File: src/rtl/system_pkg.sv
// system_pkg: shared AHB-lite encodings and LSU master state type
package system_pkg;
  typedef enum logic [1:0] {IDLE = 2'b00, NONSEQ = 2'b10} htrans_e;
  localparam logic [2:0] HSIZE_BYTE = 3'b000;
  localparam logic [2:0] HSIZE_HALF = 3'b001;
  localparam logic [2:0] HSIZE_WORD = 3'b010;
  typedef enum logic [1:0] {ST_IDLE, ST_DATA, ST_ERR1, ST_LERR} lsu_mst_state_e;
endpackage

File: src/rtl/ahblite_interconnection.sv
// ahblite_interconnection: AHB-lite bus signals between one master and the interconnect
interface ahblite_interconnection #(parameter int ADDR_W = 32);
  logic [ADDR_W-1:0] haddr;
  logic [1:0] htrans;
  logic hwrite;
  logic [2:0] hsize;
  logic [31:0] hwdata;
  logic [31:0] hrdata;
  logic hready;
  logic hresp;
  modport ahblite_master(output haddr, htrans, hwrite, hsize, hwdata, input hready, hresp, hrdata);
  modport ahblite_slave(input haddr, htrans, hwrite, hsize, hwdata, output hready, hresp, hrdata);
endinterface

File: src/rtl/ahbl_be_decode.sv
// ahbl_be_decode: byte enables to hsize, low address offset and legality
module ahbl_be_decode
  import system_pkg::*;
(
  input  logic [3:0] be_i,
  output logic [2:0] hsize_o,
  output logic [1:0] off_o,
  output logic       legal_o
);
  always_comb begin
    hsize_o = HSIZE_WORD;
    off_o = 2'b00;
    legal_o = 1'b1;
    case (be_i)
      4'b1111: ;
      4'b0011: hsize_o = HSIZE_HALF;
      4'b1100: begin hsize_o = HSIZE_HALF; off_o = 2'b10; end
      4'b0001: hsize_o = HSIZE_BYTE;
      4'b0010: begin hsize_o = HSIZE_BYTE; off_o = 2'b01; end
      4'b0100: begin hsize_o = HSIZE_BYTE; off_o = 2'b10; end
      4'b1000: begin hsize_o = HSIZE_BYTE; off_o = 2'b11; end
      default: legal_o = 1'b0;
    endcase
  end
endmodule

File: src/rtl/ahbl_lsu_master.sv
// ahbl_lsu_master: LSU req/gnt/rvalid to pipelined AHB-lite master (AHBL_LSU_PERF_CNT_EN adds perf counters)
module ahbl_lsu_master
  import system_pkg::*;
#(
  parameter int ADDR_W = 32,
  parameter int DATA_W = 32
) (
  input  logic              clk,
  input  logic              rst,
  input  logic              data_req_i,
  output logic              data_gnt_o,
  input  logic              data_we_i,
  input  logic [3:0]        data_be_i,
  input  logic [ADDR_W-1:0] data_addr_i,
  input  logic [DATA_W-1:0] data_wdata_i,
  output logic              data_rvalid_o,
  output logic [DATA_W-1:0] data_rdata_o,
  output logic              data_err_o,
`ifdef AHBL_LSU_PERF_CNT_EN
  output logic [31:0]       perf_xfer_cnt_o,
  output logic [31:0]       perf_wait_cnt_o,
`endif
  ahblite_interconnection.ahblite_master master0
);
  lsu_mst_state_e state_q, state_d, nxt;
  logic we_q, we_d;
  logic [DATA_W-1:0] wdata_q, wdata_d;
  logic [2:0] hsize;
  logic [1:0] off;
  logic legal, a_vld, bus_free, gnt_bus, gnt_lerr, done, in_dphase;
  logic unused_addr;
  assign unused_addr = ^data_addr_i[1:0];
  ahbl_be_decode u_dec (.be_i(data_be_i), .hsize_o(hsize), .off_o(off), .legal_o(legal));
  always_comb begin
    in_dphase = state_q == ST_DATA || state_q == ST_ERR1;
    bus_free = state_q == ST_IDLE || (state_q == ST_DATA && master0.hready && !master0.hresp);
    a_vld = data_req_i && legal && (state_q == ST_IDLE || state_q == ST_DATA);
    gnt_bus = data_req_i && legal && master0.hready && bus_free;
    gnt_lerr = data_req_i && !legal && bus_free;
    done = in_dphase && master0.hready;
    nxt = gnt_bus ? ST_DATA : gnt_lerr ? ST_LERR : ST_IDLE;
    state_d = (in_dphase && !master0.hready)
            ? ((state_q == ST_ERR1 || master0.hresp) ? ST_ERR1 : ST_DATA) : nxt;
    we_d = gnt_bus ? data_we_i : we_q;
    wdata_d = gnt_bus ? data_wdata_i : wdata_q;
  end
  assign master0.htrans = gnt_bus ? NONSEQ : IDLE;
  assign master0.haddr = a_vld ? {data_addr_i[ADDR_W-1:2], off} : '0;
  assign master0.hwrite = a_vld && data_we_i;
  assign master0.hsize = a_vld ? hsize : HSIZE_WORD;
  assign master0.hwdata = wdata_q;
  assign data_gnt_o = gnt_bus || gnt_lerr;
  assign data_rvalid_o = done || state_q == ST_LERR;
  assign data_err_o = (done && (master0.hresp || state_q == ST_ERR1)) || state_q == ST_LERR;
  assign data_rdata_o = (state_q == ST_DATA && master0.hready && !master0.hresp && !we_q)
                      ? master0.hrdata : '0;
  always_ff @(posedge clk or posedge rst) begin
    if (rst) begin
      state_q <= ST_IDLE;
      we_q <= 1'b0;
      wdata_q <= '0;
    end else begin
      state_q <= state_d;
      we_q <= we_d;
      wdata_q <= wdata_d;
    end
  end
`ifdef AHBL_LSU_PERF_CNT_EN
  logic [31:0] xfer_q, wait_q;
  always_ff @(posedge clk or posedge rst) begin
    if (rst) begin
      xfer_q <= '0;
      wait_q <= '0;
    end else begin
      xfer_q <= xfer_q + {31'b0, done};
      wait_q <= wait_q + {31'b0, in_dphase && !master0.hready};
    end
  end
  assign perf_xfer_cnt_o = xfer_q;
  assign perf_wait_cnt_o = wait_q;
`endif
endmodule

File: src/flat_wrapper.sv
// flat-port wrapper written by rule: the top's interface ports become plain ports
module ahbl_lsu_master_flat import system_pkg::*;
#(
  parameter int ADDR_W = 32,
  parameter int DATA_W = 32
)
  (clk, rst, data_req_i, data_gnt_o, data_we_i, data_be_i, data_addr_i, data_wdata_i, data_rvalid_o, data_rdata_o, data_err_o, master0_haddr, master0_htrans, master0_hwrite, master0_hsize, master0_hwdata, master0_hready, master0_hresp, master0_hrdata);
  ahblite_interconnection #(.ADDR_W(ADDR_W)) master0_i ();
  input  logic clk;
  input  logic rst;
  input  logic data_req_i;
  output logic data_gnt_o;
  input  logic data_we_i;
  input  logic [3:0] data_be_i;
  input  logic [ADDR_W-1:0] data_addr_i;
  input  logic [DATA_W-1:0] data_wdata_i;
  output logic data_rvalid_o;
  output logic [DATA_W-1:0] data_rdata_o;
  output logic data_err_o;
  output wire logic [$bits(master0_i.haddr)-1:0] master0_haddr;
  output wire logic [$bits(master0_i.htrans)-1:0] master0_htrans;
  output wire logic [$bits(master0_i.hwrite)-1:0] master0_hwrite;
  output wire logic [$bits(master0_i.hsize)-1:0] master0_hsize;
  output wire logic [$bits(master0_i.hwdata)-1:0] master0_hwdata;
  input wire logic [$bits(master0_i.hready)-1:0] master0_hready;
  input wire logic [$bits(master0_i.hresp)-1:0] master0_hresp;
  input wire logic [$bits(master0_i.hrdata)-1:0] master0_hrdata;
  assign master0_haddr = master0_i.haddr;
  assign master0_htrans = master0_i.htrans;
  assign master0_hwrite = master0_i.hwrite;
  assign master0_hsize = master0_i.hsize;
  assign master0_hwdata = master0_i.hwdata;
  assign master0_i.hready = master0_hready;
  assign master0_i.hresp = master0_hresp;
  assign master0_i.hrdata = master0_hrdata;
  ahbl_lsu_master #(.ADDR_W(ADDR_W), .DATA_W(DATA_W)) u_core (.clk(clk), .rst(rst), .data_req_i(data_req_i), .data_gnt_o(data_gnt_o), .data_we_i(data_we_i), .data_be_i(data_be_i), .data_addr_i(data_addr_i), .data_wdata_i(data_wdata_i), .data_rvalid_o(data_rvalid_o), .data_rdata_o(data_rdata_o), .data_err_o(data_err_o), .master0(master0_i));
endmodule
File: config.mk
export PLATFORM = sky130hd
export DESIGN_NAME = ahbl_lsu_master_flat
export DESIGN_NICKNAME = d
export VERILOG_FILES = /design/src/rtl/system_pkg.sv /design/src/rtl/ahblite_interconnection.sv /design/src/rtl/ahbl_be_decode.sv /design/src/rtl/ahbl_lsu_master.sv /design/src/flat_wrapper.sv
export SDC_FILE = /design/constraint.sdc
export NUM_CORES = 1
export LEC_CHECK = 0
export ABC_CLOCK_PERIOD_IN_PS = 2800
export BUFFER_PORTS_ARGS = -buffer_cell sky130_fd_sc_hd__buf_2
export CAP_MARGIN = 20
export CORE_MARGIN = 10
export CORE_UTILIZATION = 30
export CTS_CLUSTER_DIAMETER = 30
export DETAILED_ROUTE_END_ITERATION = 12
export PLACE_DENSITY = 0.67
export SKIP_CTS_REPAIR_TIMING = 1
export SLEW_MARGIN = 30
export SYNTH_ARGS = -nofsm -noshare
export SYNTH_HDL_FRONTEND = slang
export SYNTH_SLANG_ARGS = --single-unit
File: constraint.sdc
create_clock -name clk -period 2.8 [get_ports clk]
set_clock_uncertainty 0.05 [all_clocks]
set_input_delay 0.56 -clock clk [delete_from_list [all_inputs] [get_ports clk]]
set_output_delay 0.56 -clock clk [all_outputs]
set_load 0.02 [all_outputs]
### Word level (Yosys, flattened, before mapping)

Cells that the tools add are included.

| operators by class | value |
|---|---|
| eq/ne operators | 10 |
| mux-type cells | 11 |
| reduce and logical (&&, ||, !) cells | 29 |

Operators by type and width:

| operator | number |
|---|---|
| $mux W32 | 2 |
| $logic_and A1 B1 Y1 | 13 |
| $eq A4 B4 Y1 const B | 3 |
| $mux W2 | 6 |
| $eq A4 B2 Y1 const B | 2 |
| $logic_or A1 B1 Y1 | 7 |
| $reduce_or A7 Y1 | 1 |
| $pmux W2 S3 | 1 |
| $eq A2 B2 Y1 const B | 2 |
| $eq A4 B1 Y1 const B | 1 |
| $eq A4 B3 Y1 const B | 1 |
| $logic_not A1 Y1 | 4 |
| $pmux W2 S2 | 1 |
| $reduce_or A2 Y1 | 2 |
| $reduce_or A4 Y1 | 1 |
| $eq A2 B1 Y1 const B | 1 |
| $logic_not A2 Y1 | 1 |
| $mux W1 | 1 |

| storage, ports and cells | value |
|---|---|
| register bits | 35 |
| input port bits | 106 |
| output and inout bits | 105 |
| logic and storage cells | 53 |

### Logic depth before layout (Yosys ltp)

| logic depth | value |
|---|---|
| word-level depth | 9 |
| mapped depth | 7 |
| gate-level depth less buffers | 6 |

### Modules after synthesis

A second synthesis with hierarchy kept.

| second synthesis, totals | value |
|---|---|
| cells, all modules | 188 |
| area, all modules | 2138.3 um^2 |

By module, submodules not included:

| module | times used | cells an instance | area each (um^2) | seq. area each (um^2) |
|---|---|---|---|---|
| ahbl_lsu_master | 1 | 174 | 2057.0 | 875.8 |
| ahbl_be_decode | 1 | 14 | 81.3 | 0.0 |

### Least setup slack after synthesis

OpenSTA, ideal clock, no wires.

| path | value |
|---|---|
| path type | input to output |
| from | input port data_be_i[3] |
| to | output port master0_haddr[10] |
| data arrival time | 1.616 ns |
| data required time | 2.190 ns |
| slack | 0.574 ns |
| cell stages on the path | 5 |
| path buffers | 1 |
| cell sequence | nor2_1 -> nand2_1 -> a31oi_1 -> clkbuf_1 -> and2_1 |

| on the way | value |
|---|---|
| longest elaborated chain between the ends | 6 |
| elaborated cells between the ends (all ways) | 12 |
| those cells by class | eq/ne (7); mux (2); reduce/logical (3) |

Ends and longest elaborated chain:

| element | line | source |
|---|---|---|
| start: declaration | flat_wrapper.sv:14 | `input logic [3:0] data_be_i;` |
| $eq A4 B4 Y1, or another cell as far along | ahbl_be_decode.sv:14 | `case (be_i)` |
| $reduce_or A7 Y1 (no line) * | -- |  |
| $mux W1 * | ahbl_be_decode.sv:14 |  |
| $logic_and A1 B1 Y1 * (2 in series) | ahbl_lsu_master.sv:37 | `a_vld = data_req_i && legal && (state_q == ST_IDLE \|\| state_q == ST_DATA);` |
| $mux W32 * | ahbl_lsu_master.sv:48 | `assign master0.haddr = a_vld ? {data_addr_i[ADDR_W-1:2], off} : '0;` |
| end: declaration | flat_wrapper.sv:20 | `output wire logic [$bits(master0_i.haddr)-1:0] master0_haddr;` |

Mark *: on every way between the ends. The rest lies on a longest branch, timed or not.

### Worst setup path after layout

| path | value |
|---|---|
| from | register u_core.state_q[1] |
| to | output port data_rdata_o[11] |

| on the way | value |
|---|---|
| longest elaborated chain between the ends | 5 |

Ends and longest elaborated chain:

| element | line | source |
|---|---|---|
| start: declaration | ahbl_lsu_master.sv:25 | `lsu_mst_state_e state_q, state_d, nxt;` |
| start signal: assignment | ahbl_lsu_master.sv:63 | `state_q <= state_d;` |
| $eq A2 B1 Y1 | ahbl_lsu_master.sv:55 | `assign data_rdata_o = (state_q == ST_DATA && master0.hready && !master0.hresp && !we_q)` |
| $logic_and A1 B1 Y1 (3 in series) | ahbl_lsu_master.sv:55 |  |
| $mux W32 | ahbl_lsu_master.sv:56 | `? master0.hrdata : '0;` |
| end: declaration | flat_wrapper.sv:18 | `output logic [DATA_W-1:0] data_rdata_o;` |

No other way between the ends.

==> out/qor.txt <==
CTS Buffer Depth -> 2
Clock power frac -> 13.7%
Clk_lat worst skew -> 0.27 ns
Tcrit/Tclk final -> 91.1%
Arr. time, crit path -> 1.94 ns
Worst Tran Pin Value -> 0.793 ns
Slowest CP cell -> dfrtp_1
Setup TNS -> 0 ns
Crit path largest cell delay -> 0.39 ns
Num CTS Buffers -> 5
Final ANT Viol Nets -> 0
Synth top cells by count -> and2_1, dfrtp_1, mux2_2, clkbuf_1, nor2_1
Hold Crit Class -> in -> async
CP required -> 2.19 ns
Synth Flop Type -> dfrtp_1
DR vias -> 2044
HPWL after DPL -> 6540 microns
RSZ-0062 raised after global routing -> false
Area leader, netlist -> dfrtp_1
Core area -> 6420 sq um
Worst setup SP type -> register
DRT Pass-1 Iters -> 4
Crit-path max FO -> 32
Asr flop ratio synth -> 100%
Vert. Die Dim -> 102 microns
Most common cell in the synthesized netlist -> and2_1
Max-cap viol count -> 0
Clock transition at path regs -> 0.07 ns
Share of layout cells above drive strength 1 -> 65.1%
Synth cell types -> 27
Post-synth EDFFs -> 0
Final hold vios -> 0
Comb power frac -> 52.5%
Die Wd -> 102 microns
Critical path buffer and inverter count -> 3
# IOs -> 211
Critical Path, Cell by Cell -> inv_1 > ha_1 > nor2b_1 > and2_1 > nor2b_1 > buf_4 > and2_1 > buf_2
Flops & latches, synth -> 35
Starting Density -> 31.1%
Synth Warn # -> 0
Max-slew headroom -> 47.1%
Synth-to-Final Area Change -> 59.7%
P per Cell Area -> 809 nW/um^2
Initial antenna violation count -> 0
Remaining DRCs -> 0
R2r startpoint -> u_core.state_q[1]
Area share of the largest cell type after synthesis -> 43.9%
Ant diodes -> 0
Die footprint -> 10300 sq um
Sequential share of power -> 33.8%
Clock sinks -> 35
Buffers on Ports -> 206
Sw Pwr -> 1.07 mW
Gr ovfl total -> 0
H-tree lvl count -> 2
Ranking of synthesized cells by area -> dfrtp_1, and2_1, mux2_2, ha_1, buf_6
Switching Share -> 41.5%
CTS root buf -> clkbuf_8
Syn_area_per_cell -> 10.8 sq um
Pint -> 1.51 mW
Synthesized cell area -> 2000 sq um
Largest net degree at the start of global routing -> 33
Vias in the first global route -> 2178
Worst-case reg-to-reg path depth -> 7
Drt via density -> 4.36
Final WL -> 7480 microns
Routed WL per cell -> 15.9 microns
Fin cells -> 469
RR Endpoint -> u_core.master0.hwdata[15]
Setup CP Type -> reg -> out
CP Capture Type -> output port
Placed cell count -> 462
Final Max Slew Viols -> 0
First-pass GRT wire length -> 11200 microns
GPL Wtd Cong -> 0.771
LEAKAGE -> 1.86 nW
TritonCTS clock tree -> done
Row Count -> 29
Fillers -> 625
DR iter-0 viols -> 35
Outcome -> complete, no violations
Register area share after synthesis -> 43.9%
Minimum clock period after layout -> 2.55 ns
Final #Nets -> 502
CP delay by family, top -> simple AND/OR/NAND/NOR gates
Max Fclk -> 392 MHz
Overall Global Routing Usage -> 13.5%
Syn Inst Count -> 184
Worst vdd ir -> 0.479 mV
Final setup viols -> 0
Reg2reg setup slack -> 0.78 ns
-- worst reg2reg max path: cells and delay by family, from the launching register on --
kind | cells | cell delay (ns)
AO/OA/AOI/OAI | 2 | 0.37
multiplexers | 1 | 0.38
adder cells (fa/ha/maj) | 1 | 0.17
AND/OR/NAND/NOR | 1 | 0.16
buffers and inverters | 2 | 0.38
flip-flops | 1 | 0.39
-- logic make-up after synthesis --
group                      synth area share [%]
and+or+nand+nor                            23.3
DFF                                        43.9
muxes                                      18.6
AOI/OAI and AO/OA                          6.33
buffers and inverters                      4.70
adders and majority gates                  2.51
other                                     0.188
xor gates and xnor gates                  0.439
-- cells in the final DEF, fill, tap and decap left out, types with 2 or more instances in the layout --
cell      count
a21o_1        2
ha_1          4
and3_1        2
conb_1        2
inv_1         4
nor2b_1       3
mux2_2       33
o31ai_1       2
buf_4         6
buf_2       206
dfrtp_1      35
nor2_1        5
and2_1       64
clkbuf_8      6
o21ai_0       4
-- registers in the layout, summed over array words and instances (netlist names) --
name and count:
u_core.state_q 2, u_core.master0.hwdata 32, u_core.we_q 1
-- metrics by stage --
step	total power, mW	setup WS [ns]	util [%]	hold slack [ns]	area, sq um
6_report	2.58	0.250	49.6	0.378	3190
5_1_grt	2.76	0.0377	49.6	0.450	3190
4_1_cts	2.62	0.195	49.6	0.398	3190
3_5_place_dp	2.26	0.303	48.3	0.441	3100
3_3_place_gp	2.23	0.372	48.3	0.434	3100
2_1_floorplan	1.73	0.574	-	0.431	2000
-- worst max-delay path by stage --
stage | cells after the start | end | from | slack, ns
floorplan | 5 | master0_haddr[10] | data_be_i[3] | 0.57
global placement | 7 | master0_haddr[14] | data_be_i[3] | 0.37
detailed placement | 7 | master0_hwrite | data_be_i[3] | 0.30
CTS | 8 | data_rdata_o[14] | u_core.state_q[1] | 0.20
global route | 8 | data_rdata_o[29] | u_core.state_q[1] | 0.04
finish | 8 | data_rdata_o[11] | u_core.state_q[1] | 0.25
-- routing by layer --
metal,wire [microns],part of all wire (%),global-route usage [%],up-vias
li1,-,-,-,1017
met1,2570,34,13.6,921
met2,4000,53,25.3,102
met3,852,11,5.31,4
met4,55,0.74,3.08,0
met5,0,0,0,-
-- power groups by stage --
stage | clock network (mW) | logic, mW | registers [mW]
global route | 0.398 | 1.46 | 0.908
detailed placement | 0 | 1.37 | 0.885
global placement | 0 | 1.36 | 0.866
finish | 0.353 | 1.35 | 0.872
floorplan | 0 | 0.556 | 1.18
CTS | 0.371 | 1.38 | 0.875
-- layout make-up --
class	instances	area (sq um)	share of cell area, %
clock buffer	6	82.6	2.59
timing repair buffer	212	1080	33.8
multi-input combinational	134	1040	32.5
sequential	35	876	27.5
clock inverter	1	5.00	0.157
tap	77	96.3	3.02
inverter	4	15.0	0.471
Power figures use the tool's default switching activity.
